[config.mk]
export PLATFORM = sky130hd
export DESIGN_NAME = wb_rr_arbiter
export DESIGN_NICKNAME = d
export VERILOG_FILES = /design/src/rtl/wb_arb_pkg.sv /design/src/rtl/rr_pick.sv /design/src/rtl/wb_rr_arbiter.sv
export SDC_FILE = /design/constraint.sdc
export NUM_CORES = 1
export LEC_CHECK = 0
export BUFFER_PORTS_ARGS = -buffer_cell sky130_fd_sc_hd__buf_2
export CAP_MARGIN = 20
export CORE_AREA = 2 2 113 115
export CTS_BUF_LIST = sky130_fd_sc_hd__clkbuf_16
export DETAILED_ROUTE_END_ITERATION = 7
export DIE_AREA = 0 0 115 117
export PLACE_DENSITY_LB_ADDON = 0.12
export SKIP_LAST_GASP = 1
export SLEW_MARGIN = 15
export SYNTH_ARGS = -nofsm -noshare
export SYNTH_HDL_FRONTEND = slang
export SYNTH_SLANG_ARGS = --single-unit
[constraint.sdc]
create_clock -name clk -period 3.4 [get_ports clk]
set_clock_uncertainty 0.1 [all_clocks]
set_input_delay 0.17 -clock clk [delete_from_list [all_inputs] [get_ports clk]]
set_output_delay 0.17 -clock clk [all_outputs]
set_load 0.01 [all_outputs]
[src/rtl/wb_arb_pkg.sv]
// Shared types and helpers for the Wishbone round-robin arbiter and its
// picker.
package wb_arb_pkg;

  typedef enum logic [1:0] {
    IDLE  = 2'd0,
    BUSY  = 2'd1,
    FLUSH = 2'd2
  } arb_state_t;

  localparam int MAX_MASTERS = 8;
  localparam int IDX_W       = 3;

  function automatic logic [IDX_W-1:0] onehot_to_idx(input logic [MAX_MASTERS-1:0] oh);
    logic [IDX_W-1:0] idx;
    idx = '0;
    for (int i = 0; i < MAX_MASTERS; i++) begin
      if (oh[i]) idx = 3'(i);
    end
    return idx;
  endfunction

endpackage

[src/rtl/rr_pick.sv]
// Combinational round-robin picker: one-hot grant for the first request at or
// after ptr+1, wrapping modulo N.
module rr_pick
  import wb_arb_pkg::*;
#(
  parameter int N = 2
) (
  input  logic [N-1:0]     req,
  input  logic [IDX_W-1:0] ptr,
  output logic [N-1:0]     pick
);

  logic             found;
  logic [IDX_W:0]   cand;

  always_comb begin
    pick  = '0;
    found = 1'b0;
    cand  = '0;
    for (int k = 1; k <= N; k++) begin
      // ptr < N and k <= N, so a single subtraction is enough to wrap
      cand = {1'b0, ptr} + (IDX_W+1)'(k);
      if (cand >= (IDX_W+1)'(N)) cand = cand - (IDX_W+1)'(N);
      for (int i = 0; i < N; i++) begin
        if (!found && req[i] && (cand == (IDX_W+1)'(i))) begin
          pick[i] = 1'b1;
          found   = 1'b1;
        end
      end
    end
  end

endmodule

[src/rtl/wb_rr_arbiter.sv]
// Round-robin Wishbone B4 classic arbiter granting whole bus cycles.
// Define WB_ARB_TIMEOUT_EN to add the stalled-cycle watchdog and FLUSH state.
//
// state | meaning
// IDLE  | no owner; pick next requester after ptr
// BUSY  | granted master drives the slave port
// FLUSH | watchdog fired; slave port parked until owner drops cyc
module wb_rr_arbiter
  import wb_arb_pkg::*;
#(
  parameter int NUM_MASTERS    = 2,
  parameter int ADDR_WIDTH     = 32,
  parameter int DATA_WIDTH     = 32,
  parameter int TIMEOUT_CYCLES = 255
) (
  input  logic                                  clk,
  input  logic                                  rst_n,
  input  logic [NUM_MASTERS-1:0]                m_cyc,
  input  logic [NUM_MASTERS-1:0]                m_stb,
  input  logic [NUM_MASTERS-1:0]                m_we,
  input  logic [NUM_MASTERS*ADDR_WIDTH-1:0]     m_addr,
  input  logic [NUM_MASTERS*DATA_WIDTH-1:0]     m_wdata,
  input  logic [NUM_MASTERS*(DATA_WIDTH/8)-1:0] m_sel,
  output logic [DATA_WIDTH-1:0]                 m_rdata,
  output logic [NUM_MASTERS-1:0]                m_ack,
  output logic [NUM_MASTERS-1:0]                m_err,
  output logic                                  s_cyc,
  output logic                                  s_stb,
  output logic                                  s_we,
  output logic [ADDR_WIDTH-1:0]                 s_addr,
  output logic [DATA_WIDTH-1:0]                 s_wdata,
  output logic [DATA_WIDTH/8-1:0]               s_sel,
  input  logic [DATA_WIDTH-1:0]                 s_rdata,
  input  logic                                  s_ack,
  input  logic                                  s_err,
  output logic [NUM_MASTERS-1:0]                grant,
  output logic                                  timeout
);

  localparam int SEL_W = DATA_WIDTH / 8;

  if (NUM_MASTERS < 2 || NUM_MASTERS > MAX_MASTERS) begin : g_bad_num_masters
    $error("wb_rr_arbiter: NUM_MASTERS must be 2..8");
  end
  if (TIMEOUT_CYCLES < 1 || TIMEOUT_CYCLES > 65535) begin : g_bad_timeout
    $error("wb_rr_arbiter: TIMEOUT_CYCLES must be 1..65535");
  end

  arb_state_t             state_q, state_d;
  logic [NUM_MASTERS-1:0] grant_q, grant_d;
  logic [IDX_W-1:0]       ptr_q, ptr_d;
  logic [NUM_MASTERS-1:0] pick;
  logic [IDX_W-1:0]       grant_idx;
  logic                   busy;
  logic                   owner_cyc;
  logic                   fire;

  rr_pick #(.N(NUM_MASTERS)) u_pick (
    .req  (m_cyc),
    .ptr  (ptr_q),
    .pick (pick)
  );

  assign grant_idx = onehot_to_idx(MAX_MASTERS'(grant_q));
  assign busy      = (state_q == BUSY);
  assign owner_cyc = |(m_cyc & grant_q);
  assign grant     = grant_q;
  assign m_rdata   = s_rdata;
  assign timeout   = fire;

  always_comb begin
    s_cyc   = 1'b0;
    s_stb   = 1'b0;
    s_we    = 1'b0;
    s_addr  = '0;
    s_wdata = '0;
    s_sel   = '0;
    for (int i = 0; i < NUM_MASTERS; i++) begin
      if (busy && grant_q[i]) begin
        s_cyc   = m_cyc[i];
        s_stb   = m_stb[i];
        s_we    = m_we[i];
        s_addr  = m_addr[i*ADDR_WIDTH +: ADDR_WIDTH];
        s_wdata = m_wdata[i*DATA_WIDTH +: DATA_WIDTH];
        s_sel   = m_sel[i*SEL_W +: SEL_W];
      end
    end
    m_ack = busy ? (grant_q & {NUM_MASTERS{s_ack}}) : '0;
    m_err = busy ? (grant_q & {NUM_MASTERS{s_err | fire}}) : '0;
  end

`ifdef WB_ARB_TIMEOUT_EN
  logic [15:0] cnt_q, cnt_d;
  logic        stall;

  assign stall = busy && s_stb && !s_ack && !s_err;
  // a termination in the expiry cycle suppresses the watchdog
  assign fire  = stall && owner_cyc && (cnt_q == 16'(TIMEOUT_CYCLES));

  always_comb begin
    cnt_d = cnt_q;
    if (state_q == IDLE || s_ack || s_err) cnt_d = '0;
    else if (stall && !fire)               cnt_d = cnt_q + 16'd1;
  end

  always_ff @(posedge clk or negedge rst_n) begin
    if (!rst_n) cnt_q <= '0;
    else        cnt_q <= cnt_d;
  end
`else
  assign fire = 1'b0;
`endif

  always_comb begin
    state_d = state_q;
    grant_d = grant_q;
    ptr_d   = ptr_q;
    case (state_q)
      IDLE: begin
        if (|m_cyc) begin
          grant_d = pick;
          state_d = BUSY;
        end
      end
      BUSY, FLUSH: begin
        if (!owner_cyc) begin
          state_d = IDLE;
          grant_d = '0;
          ptr_d   = grant_idx;
        end else if (fire) begin
          state_d = FLUSH;
        end
      end
      default: begin
        state_d = IDLE;
        grant_d = '0;
      end
    endcase
  end

  always_ff @(posedge clk or negedge rst_n) begin
    if (!rst_n) begin
      state_q <= IDLE;
      grant_q <= '0;
      ptr_q   <= 3'(NUM_MASTERS - 1);
    end else begin
      state_q <= state_d;
      grant_q <= grant_d;
      ptr_q   <= ptr_d;
    end
  end

endmodule

==> results_dict.tcl, run 1 <==
set metrics [dict create \
    routed_wl_um 7520 \
    reg2reg_to "grant[0]" \
    synth_most_common_cell "nand2_1" \
    ant_nets 0 \
    path_clk_slew_ps 30 \
    synth-seq-area-share_pct 5.23 \
    cts.sinks 4 \
    cp.required_ps 3130 \
    die_h_um 117 \
    track_usage_pct 9.87 \
    dieArea_um2 13500 \
    worst_pin_slew_ps 947 \
    hold_ws_ps 174 \
    crit_arrival_ps 2160 \
    worstSetupEndpoint "s_addr[13]" \
    crit_buf_inv 2 \
    crit_chain "buf_4, o21ai_0, and2_1, buf_2" \
    fmax_mhz 411 \
    max-cap-violations 0 \
    setup_viol 0 \
    hp-class "in -> reg" \
    ys_warn_count 0 \
    grt_pass1_wl_um 11000 \
    gp_congestion 0.692 \
    p_per_area_nw_per_um2 630 \
    critPathTopFamily "flip-flops" \
    leakagePower_nw 1.63 \
    grt_max_degree 111 \
    grt_pass1_vias 2524 \
    rsz0062_at_grt "no" \
    synth.largest_area_cell "nand2_1" \
    syn-num-nets 539 \
    clock_path_buffers 2 \
    h-tree-depth 1 \
    cp-end-kind "output pin" \
    cts_resized 0 \
    seqCellArea_um2 110 \
    port_buffers 222 \
    synth_top_area_share_pct 25.2 \
    synth.area.top_cells "nand2_1 25%, and2_1 21%, o21ai_0 17%" \
    fp.coreArea_um2 12300 \
    avgSynthCellArea_um2 5.37 \
    fin_crit_ps 2430 \
    async_flop_share_pct 100 \
    io_pins 288 \
    layout-drive-gt1-share_pct 44.0 \
    synth_edf_count 0 \
    cts_tree "built" \
    peakVddDrop_uv 455 \
    rrSetupSlack_ps 1640 \
    final.period_utilization_pct 71.6 \
    antenna_cells 0 \
    r2r-start "grant[1]" \
    cts_made_buffers 3 \
    die_w_um 115 \
    crit_start "grant[1]" \
    drt-initial-drc-count 109 \
    synthesis.area_um2 1940 \
    reg2reg_depth 3 \
    nNetsFinal 704 \
    overflow 0 \
    nFillCells 1437 \
    ys_ff_latch 4 \
    syn_inst 361 \
    cts_hold_buf 1 \
    num_vias 2749 \
    status "completed" \
    yosys-top-cells-count "130 x nand2_1, 65 x and2_1, 65 x o21ai_0" \
    slowest_stage "dfrtp_4" \
    syn2layout_area_growth_pct 51.4 \
    yosys_most_used_dff "dfrtp_1" \
    crit_fanout 110 \
    worst-path-stages 4 \
    placementRows 41 \
    tns_ps 0 \
    multi_input_area_um2 1420 \
    drc 0 \
    path_class "reg -> out" \
    max_stage_delay_ps 1040 \
    drt_pre_antenna_iters 4 \
    final-hold-violation-count 0 \
    finalMaxSlewViolations 0 \
    routedWlPerCell_um 11.1 \
    synth.distinct_cells 22 \
    clk_latency_ps 220 \
    start_util_pct 15.8 \
    worstSetupStartpointType "register" \
    antenna_found_initial 0 \
    post_cts_buffers 0 \
    vias_per_cell 4.07 \
    cts_root_buf "clkbuf_16" \
    slew_headroom_pct 36.8 \
    dp_hpwl_um 5620 \
]
[sequential cells by signal, summed over array words and instances, names as in the netlist]
| name | cells |
|---|---|
| grant | 2 |
| ptr_q | 1 |
| state_q | 1 |
[layout make-up]
| class | count | area share [%] |
|---|---|---|
| multi-input combinational | 291 | 48.3 |
| timing repair buffer | 225 | 38.7 |
| tap | 150 | 6.39 |
| sequential | 4 | 3.75 |
| clock buffer | 3 | 2.56 |
| clock inverter | 1 | 0.128 |
| inverter | 1 | 0.128 |
[report_power, final]
part | internal (mW) | total, mW | switching [mW]
combinational | 0.624 | 1.26 | 0.635
clock | 0.152 | 0.184 | 0.0324
sequential | 0.0785 | 0.406 | 0.328
[tightest hold or removal path, stage by stage]
cell and delay, ps:
buf_2 130, nand2_1 90, a31oi_1 80
[layer usage]
layer  wire length (µm)  vias up  part of all wire (%)  global-route usage, %
met5                  0        -                     0                      0
met4                157        0                   2.1                   2.65
met3                643       16                   8.6                   2.21
met2               3950      133                    53                   20.5
met1               2770     1162                    37                   9.68
li1                   -     1438                     -                      -
[cell usage in the layout, fill, tap and decap left out, drive strengths merged]
master,n
nor2,1
dlygate4sd3,1
conb,1
and3,4
inv,2
a21oi,4
nand3b,1
a31oi,1
a22oi,6
dfrtp,3
o211ai,1
a32o,1
clkbuf,3
o21ai,65
dfstp,1
and2,65
buf,224
nand2,130
nor2b,8
a21o,1
nand2b,2
[cell families after synthesis]
kind of cell	after synthesis	synth area share (%)
AO/OA/AOI/OAI	79	21.7
AND/OR/NAND/NOR	211	51.2
buffers and inverters	66	21.6
other	1	0.193
flip-flops	4	5.23
[how the worst min path moves through the flow]
stage	to	startpoint	slack (ps)	cells past startpoint
floorplan	grant[0]	rst_n	-230	0
global placement	grant[1]	rst_n	-120	1
detailed placement	grant[1]	rst_n	-120	1
CTS	ptr_q[0]	m_cyc[0]	170	3
global route	ptr_q[0]	m_cyc[0]	210	3
finish	ptr_q[0]	m_cyc[0]	170	3
[through the flow]
stage	util, %	worst slack [ps]	cell area [µm²]	total power [mW]	std cells
2_1_floorplan	-	1990	1940	1.25	361
3_3_place_gp	23.1	1190	2840	1.70	670
3_5_place_dp	23.1	1190	2840	1.70	670
4_1_cts	23.8	944	2930	1.89	675
5_1_grt	23.8	712	2940	2.09	675
6_report	23.8	967	2940	1.85	675
Power figures use the tool's default switching activity.
==> run 2: changes to the inputs <==
==> constraint.sdc (replaced) <==
create_clock -name clk -period 2.5 [get_ports clk]
set_clock_uncertainty 0.1 [all_clocks]
set_input_delay 0.125 -clock clk [delete_from_list [all_inputs] [get_ports clk]]
set_output_delay 0.125 -clock clk [all_outputs]
set_load 0.01 [all_outputs]
==> run 2 against run 1 <==
  * Core utilization is 0.37 points higher
  * Routed wire length is 2.8% higher
  * First-iteration DRC count is 4.6% lower
  * Critical path depth stayed put
  * Register-to-register slack worse by 550 ps
  * Sequential share of layout area is 0.14 points lower
  * Combinational power is 63% higher
  * Design area is 1.5% higher
  * Global-route usage is 0.064 points higher
  * Non-clock buffer count is 3 higher
  * Clock power is 41% higher
  * Critical endpoint is now s_addr[8]
  * Largest cell class unchanged
  * Largest power group unchanged
  * Highest routed layer unchanged
==> results_dict.tcl, run 2 (synthesis results as in run 1) <==
set metrics [dict create \
    drt-initial-drc-count 104 \
    worstSetupStartpointType "register" \
    fin_crit_ps 2040 \
    start_util_pct 15.8 \
    max_stage_delay_ps 710 \
    crit_chain "buf_4, o21ai_0, and2_1, buf_2" \
    status "completed" \
    path_class "reg -> out" \
    cts_tree "built" \
    io_pins 288 \
    p_per_area_nw_per_um2 876 \
    peakVddDrop_uv 337 \
    final_cell_mix "222 x buf_2, 130 x nand2_1, 65 x o21ai_0, 65 x and2_1, 8 x nor2b_1" \
    max-cap-violations 0 \
    port_buffers 222 \
    fmax_mhz 491 \
    cts_made_buffers 3 \
    crit_start "grant[1]" \
    cp.required_ps 2280 \
    finalMaxSlewViolations 0 \
    grt_pass1_wl_um 11000 \
    cts_root_buf "clkbuf_16" \
    syn2layout_area_growth_pct 53.7 \
    crit_arrival_ps 1810 \
    routed_wl_um 7730 \
    die_h_um 117 \
    h-tree-depth 1 \
    antenna_cells 0 \
    layout-drive-gt1-share_pct 44.3 \
    clk_latency_ps 230 \
    crit_fanout 50 \
    drc 0 \
    slowest_stage "dfrtp_4" \
    overflow 0 \
    antenna_found_initial 0 \
    layout_commonest_cell "buf_2" \
    ant_nets 0 \
    leakagePower_nw 1.66 \
    routedWlPerCell_um 11.4 \
    dieArea_um2 13500 \
    nNetsFinal 707 \
    num_vias 2783 \
    placementRows 41 \
    cp-end-kind "output pin" \
    total_power_mw 2.61 \
    grt_max_degree 58 \
    r2r-start "grant[1]" \
    largest_register_ffs 2 \
    hp-start "m_cyc[0]" \
    tns_ps 0 \
    track_usage_pct 9.93 \
    dp_hpwl_um 5960 \
    dp.cells 673 \
    die_w_um 115 \
    clock_path_buffers 2 \
    setup_viol 0 \
    vias_per_cell 4.10 \
    layout.cells.non_filler 678 \
    cts.sinks 4 \
    fp.coreArea_um2 12300 \
    drt_pre_antenna_iters 4 \
    rsz0062_at_grt "no" \
    final-hold-violation-count 0 \
    gp_congestion 0.699 \
    path_clk_slew_ps 30 \
    final_area_um2 2980 \
    final.period_utilization_pct 81.5 \
    hp-class "in -> reg" \
    placed_area_um2 2890 \
    grt_pass1_vias 2442 \
]
run 2: final timing paths:
kind                         endpoint  slack (ps)  cells after the start
max reg2reg                  grant[0]        1090                      3
min                          ptr_q[0]         120                      3
max in group asynchronous    ptr_q[0]        1920                      2
min in group asynchronous  state_q[0]         170                      2
min reg2reg                  ptr_q[0]         440                      2
max                         s_addr[8]         460                      4
run 2: timing repair:
item,CTS,global route
endpoints found under the hold margin,4,0
hold buffers,1,0
resized for setup,0,0
setup buffers,0,0
run 2: stage by stage:
stage          hold WS (ps)  setup WS [ps]  utilization (%)
6_report                121            462             24.2
2_1_floorplan          -271           1130                -
4_1_cts                 119            396             24.2
3_3_place_gp           -162            689             23.5
5_1_grt                 143            229             24.2
3_5_place_dp           -158            650             23.5
run 2: report_power, final:
group          total (mW)  switching (mW)  internal [mW]
Clock               0.260          0.0530          0.207
Sequential          0.294           0.185          0.109
Combinational        2.06            1.15          0.909
Total                2.61            1.39           1.23
run 2: layout make-up:
cell class	instances	area [µm²]
Timing Repair Buffer	228	1180
Inverter	1	3.75
Clock inverter	1	3.75
Multi-Input combinational cell	291	1420
Sequential cell	4	108
Tap cell	150	188
Fill cell	1436	9330
Clock buffer	3	75.1
run 2: critical path: cells and delay by family, from the launching register on:
family                 cells  cell delay, ps
flip-flops                 1             710
buffers and inverters      2             540
AND/OR/NAND/NOR            1             170
AO/OA/AOI/OAI              1             150
run 2: per-layer routing:
layer | vias up | GRT usage (%) | wire length, µm
met3 | 17 | 1.96 | 622
met4 | 0 | 3.05 | 182
met2 | 130 | 20.0 | 4050
met1 | 1191 | 10.2 | 2880
met5 | - | 0 | 0
li1 | 1445 | - | -
==> run 3: changes to the inputs <==
--- a/config.mk
+++ b/config.mk
@@ -7,10 +7,10 @@
 export LEC_CHECK = 0
 export BUFFER_PORTS_ARGS = -buffer_cell sky130_fd_sc_hd__buf_2
 export CAP_MARGIN = 20
-export CORE_AREA = 2 2 113 115
+export CORE_AREA = 2 2 112 114
 export CTS_BUF_LIST = sky130_fd_sc_hd__clkbuf_16
 export DETAILED_ROUTE_END_ITERATION = 7
-export DIE_AREA = 0 0 115 117
+export DIE_AREA = 0 0 114 116
 export PLACE_DENSITY_LB_ADDON = 0.12
 export SKIP_LAST_GASP = 1
 export SLEW_MARGIN = 15
==> constraint.sdc (replaced) <==
create_clock -name clk -period 1.7 [get_ports clk]
set_clock_uncertainty 0.1 [all_clocks]
set_input_delay 0.085 -clock clk [delete_from_list [all_inputs] [get_ports clk]]
set_output_delay 0.085 -clock clk [all_outputs]
set_load 0.01 [all_outputs]
==> run 3 against run 2 <==
  * Sequential power rose by 6.8%
  * Die area fell by 1.7%
  * Hold slack lost 51 ps
  * Design area is 3.0% higher
  * Core utilization up 1.6 points
  * Combinational power grew 64%
  * Critical path type unchanged
  * Critical endpoint is now s_addr[1]
==> results_dict.tcl, run 3 (synthesis results as in run 1) <==
set metrics [dict create \
    drc 0 \
    p_per_area_nw_per_um2 1320 \
    layout.cells.non_filler 681 \
    h-tree-depth 1 \
    setup_viol 0 \
    grt_busiest_layer "met2" \
    rsz0062_at_grt "yes" \
    grt_max_degree 59 \
    largest_register_ffs 2 \
    clock_path_buffers 2 \
    final_util_pct 25.8 \
    max_stage_delay_ps 530 \
    path_class "reg -> out" \
    routedWlPerCell_um 11.3 \
    place_ws_ps 179 \
    cts.sinks 4 \
    max-cap-violations 0 \
    peakVddDrop_uv 1160 \
    port_buffers 222 \
    fmax_mhz 618 \
    num_vias 2830 \
    gp_congestion 0.677 \
    ant_nets 0 \
    path_clk_slew_ps 30 \
    final-hold-violation-count 0 \
    layout_commonest_cell "buf_2" \
    dieArea_um2 13200 \
    cts_tree "built" \
    syn2layout_area_growth_pct 58.3 \
    slowest_stage "dfrtp_4" \
    track_usage_pct 10.4 \
    overflow 0 \
    antenna_found_initial 0 \
    cp.required_ps 1510 \
    crit_chain "buf_12, o21ai_0, and2_1, buf_2" \
    placementRows 40 \
    crit_arrival_ps 1430 \
    grt_pass1_wl_um 11400 \
    leakagePower_nw 1.70 \
    crit_fanout 58 \
    crit_buf_inv 2 \
    final_cell_mix "222 x buf_2, 130 x nand2_1, 65 x and2_1" \
    grt.met3_usage_pct 1.62 \
    fin_crit_ps 1620 \
    final.period_utilization_pct 95.1 \
    vias_per_cell 4.16 \
    layout-drive-gt1-share_pct 45.1 \
    hp-class "in -> out" \
    grt_pass1_vias 2474 \
    finalMaxSlewViolations 0 \
    fp.coreArea_um2 11900 \
    die_w_um 114 \
    cts_made_buffers 3 \
    worstSetupStartpointType "register" \
    grtUsageMet1_pct 11.5 \
    cts_root_buf "clkbuf_16" \
    dp_hpwl_um 6190 \
    cp-end-kind "output pin" \
    dp.cells 673 \
    met2_usage_pct 19.8 \
    critPathTopFamily "flip-flops" \
    start_util_pct 16.3 \
    nNetsFinal 713 \
    die_h_um 116 \
    antenna_cells 0 \
    clk_latency_ps 230 \
    drt_pre_antenna_iters 5 \
    io_pins 288 \
    status "completed" \
    drt-initial-drc-count 107 \
    fin_ws_ps 82.5 \
    routed_wl_um 7720 \
]
[run 3: changes by cell type in the layout (fill, tap and decap cells not counted), sizes merged]
cell	before	now
buf	227	233
[run 3: final cells by class]
cell class                      count  area (µm²)
Clock inverter                      1        3.75
Sequential cell                     4         108
Clock buffer                        3        75.1
Tap cell                          147         184
Inverter                            1        3.75
Multi-Input combinational cell    291        1420
Fill cell                        1370        8840
Timing Repair Buffer              234        1270
[run 3: layer usage]
layer	vias up	part of all wire [%]
met2	146	51
met1	1204	38
li1	1456	-
met5	-	0
met4	0	2.7
met3	24	8.8
[run 3: report_power, final]
part / switching, mW / internal [mW] / leakage, nW
combinational: 1.85 / 1.53 / 1.62
clock: 0.0677 / 0.304 / 0.0423
sequential: 0.152 / 0.162 / 0.0434
[run 3: what timing repair did]
action,CTS,global route
resized for setup,1,6
hold endpoints to repair,4,0
hold buffers,1,0
gates cloned,0,0
endpoints found under the setup margin,7,23
setup buffers,3,0
[run 3: final timing paths]
| path | slack [ps] | startpoint | cells past startpoint | endpoint |
|---|---|---|---|---|
| setup / recovery | 80 | grant[1] | 4 | s_addr[1] |
| hold / removal | 70 | s_rdata[17] | 0 | m_rdata[17] |
| setup reg to reg | 340 | grant[1] | 4 | grant[0] |
| hold reg to reg | 420 | ptr_q[0] | 2 | ptr_q[0] |
| max in group asynchronous | 1160 | rst_n | 2 | ptr_q[0] |
| min in group asynchronous | 130 | rst_n | 2 | grant[1] |
[run 3: metrics by stage]
step / area (µm²) / power [mW] / TNS, ps / hold WS (ps)
after global placement: 2950 / 3.68 / 0 / -195
after CTS: 3060 / 4.13 / 0 / 70.1
after global routing: 3070 / 4.57 / -58.8 / 70.0
final: 3070 / 4.06 / 0 / 70.0
after detailed placement: 2950 / 3.68 / 0 / -203
after floorplan: 1940 / 2.50 / 0 / -311
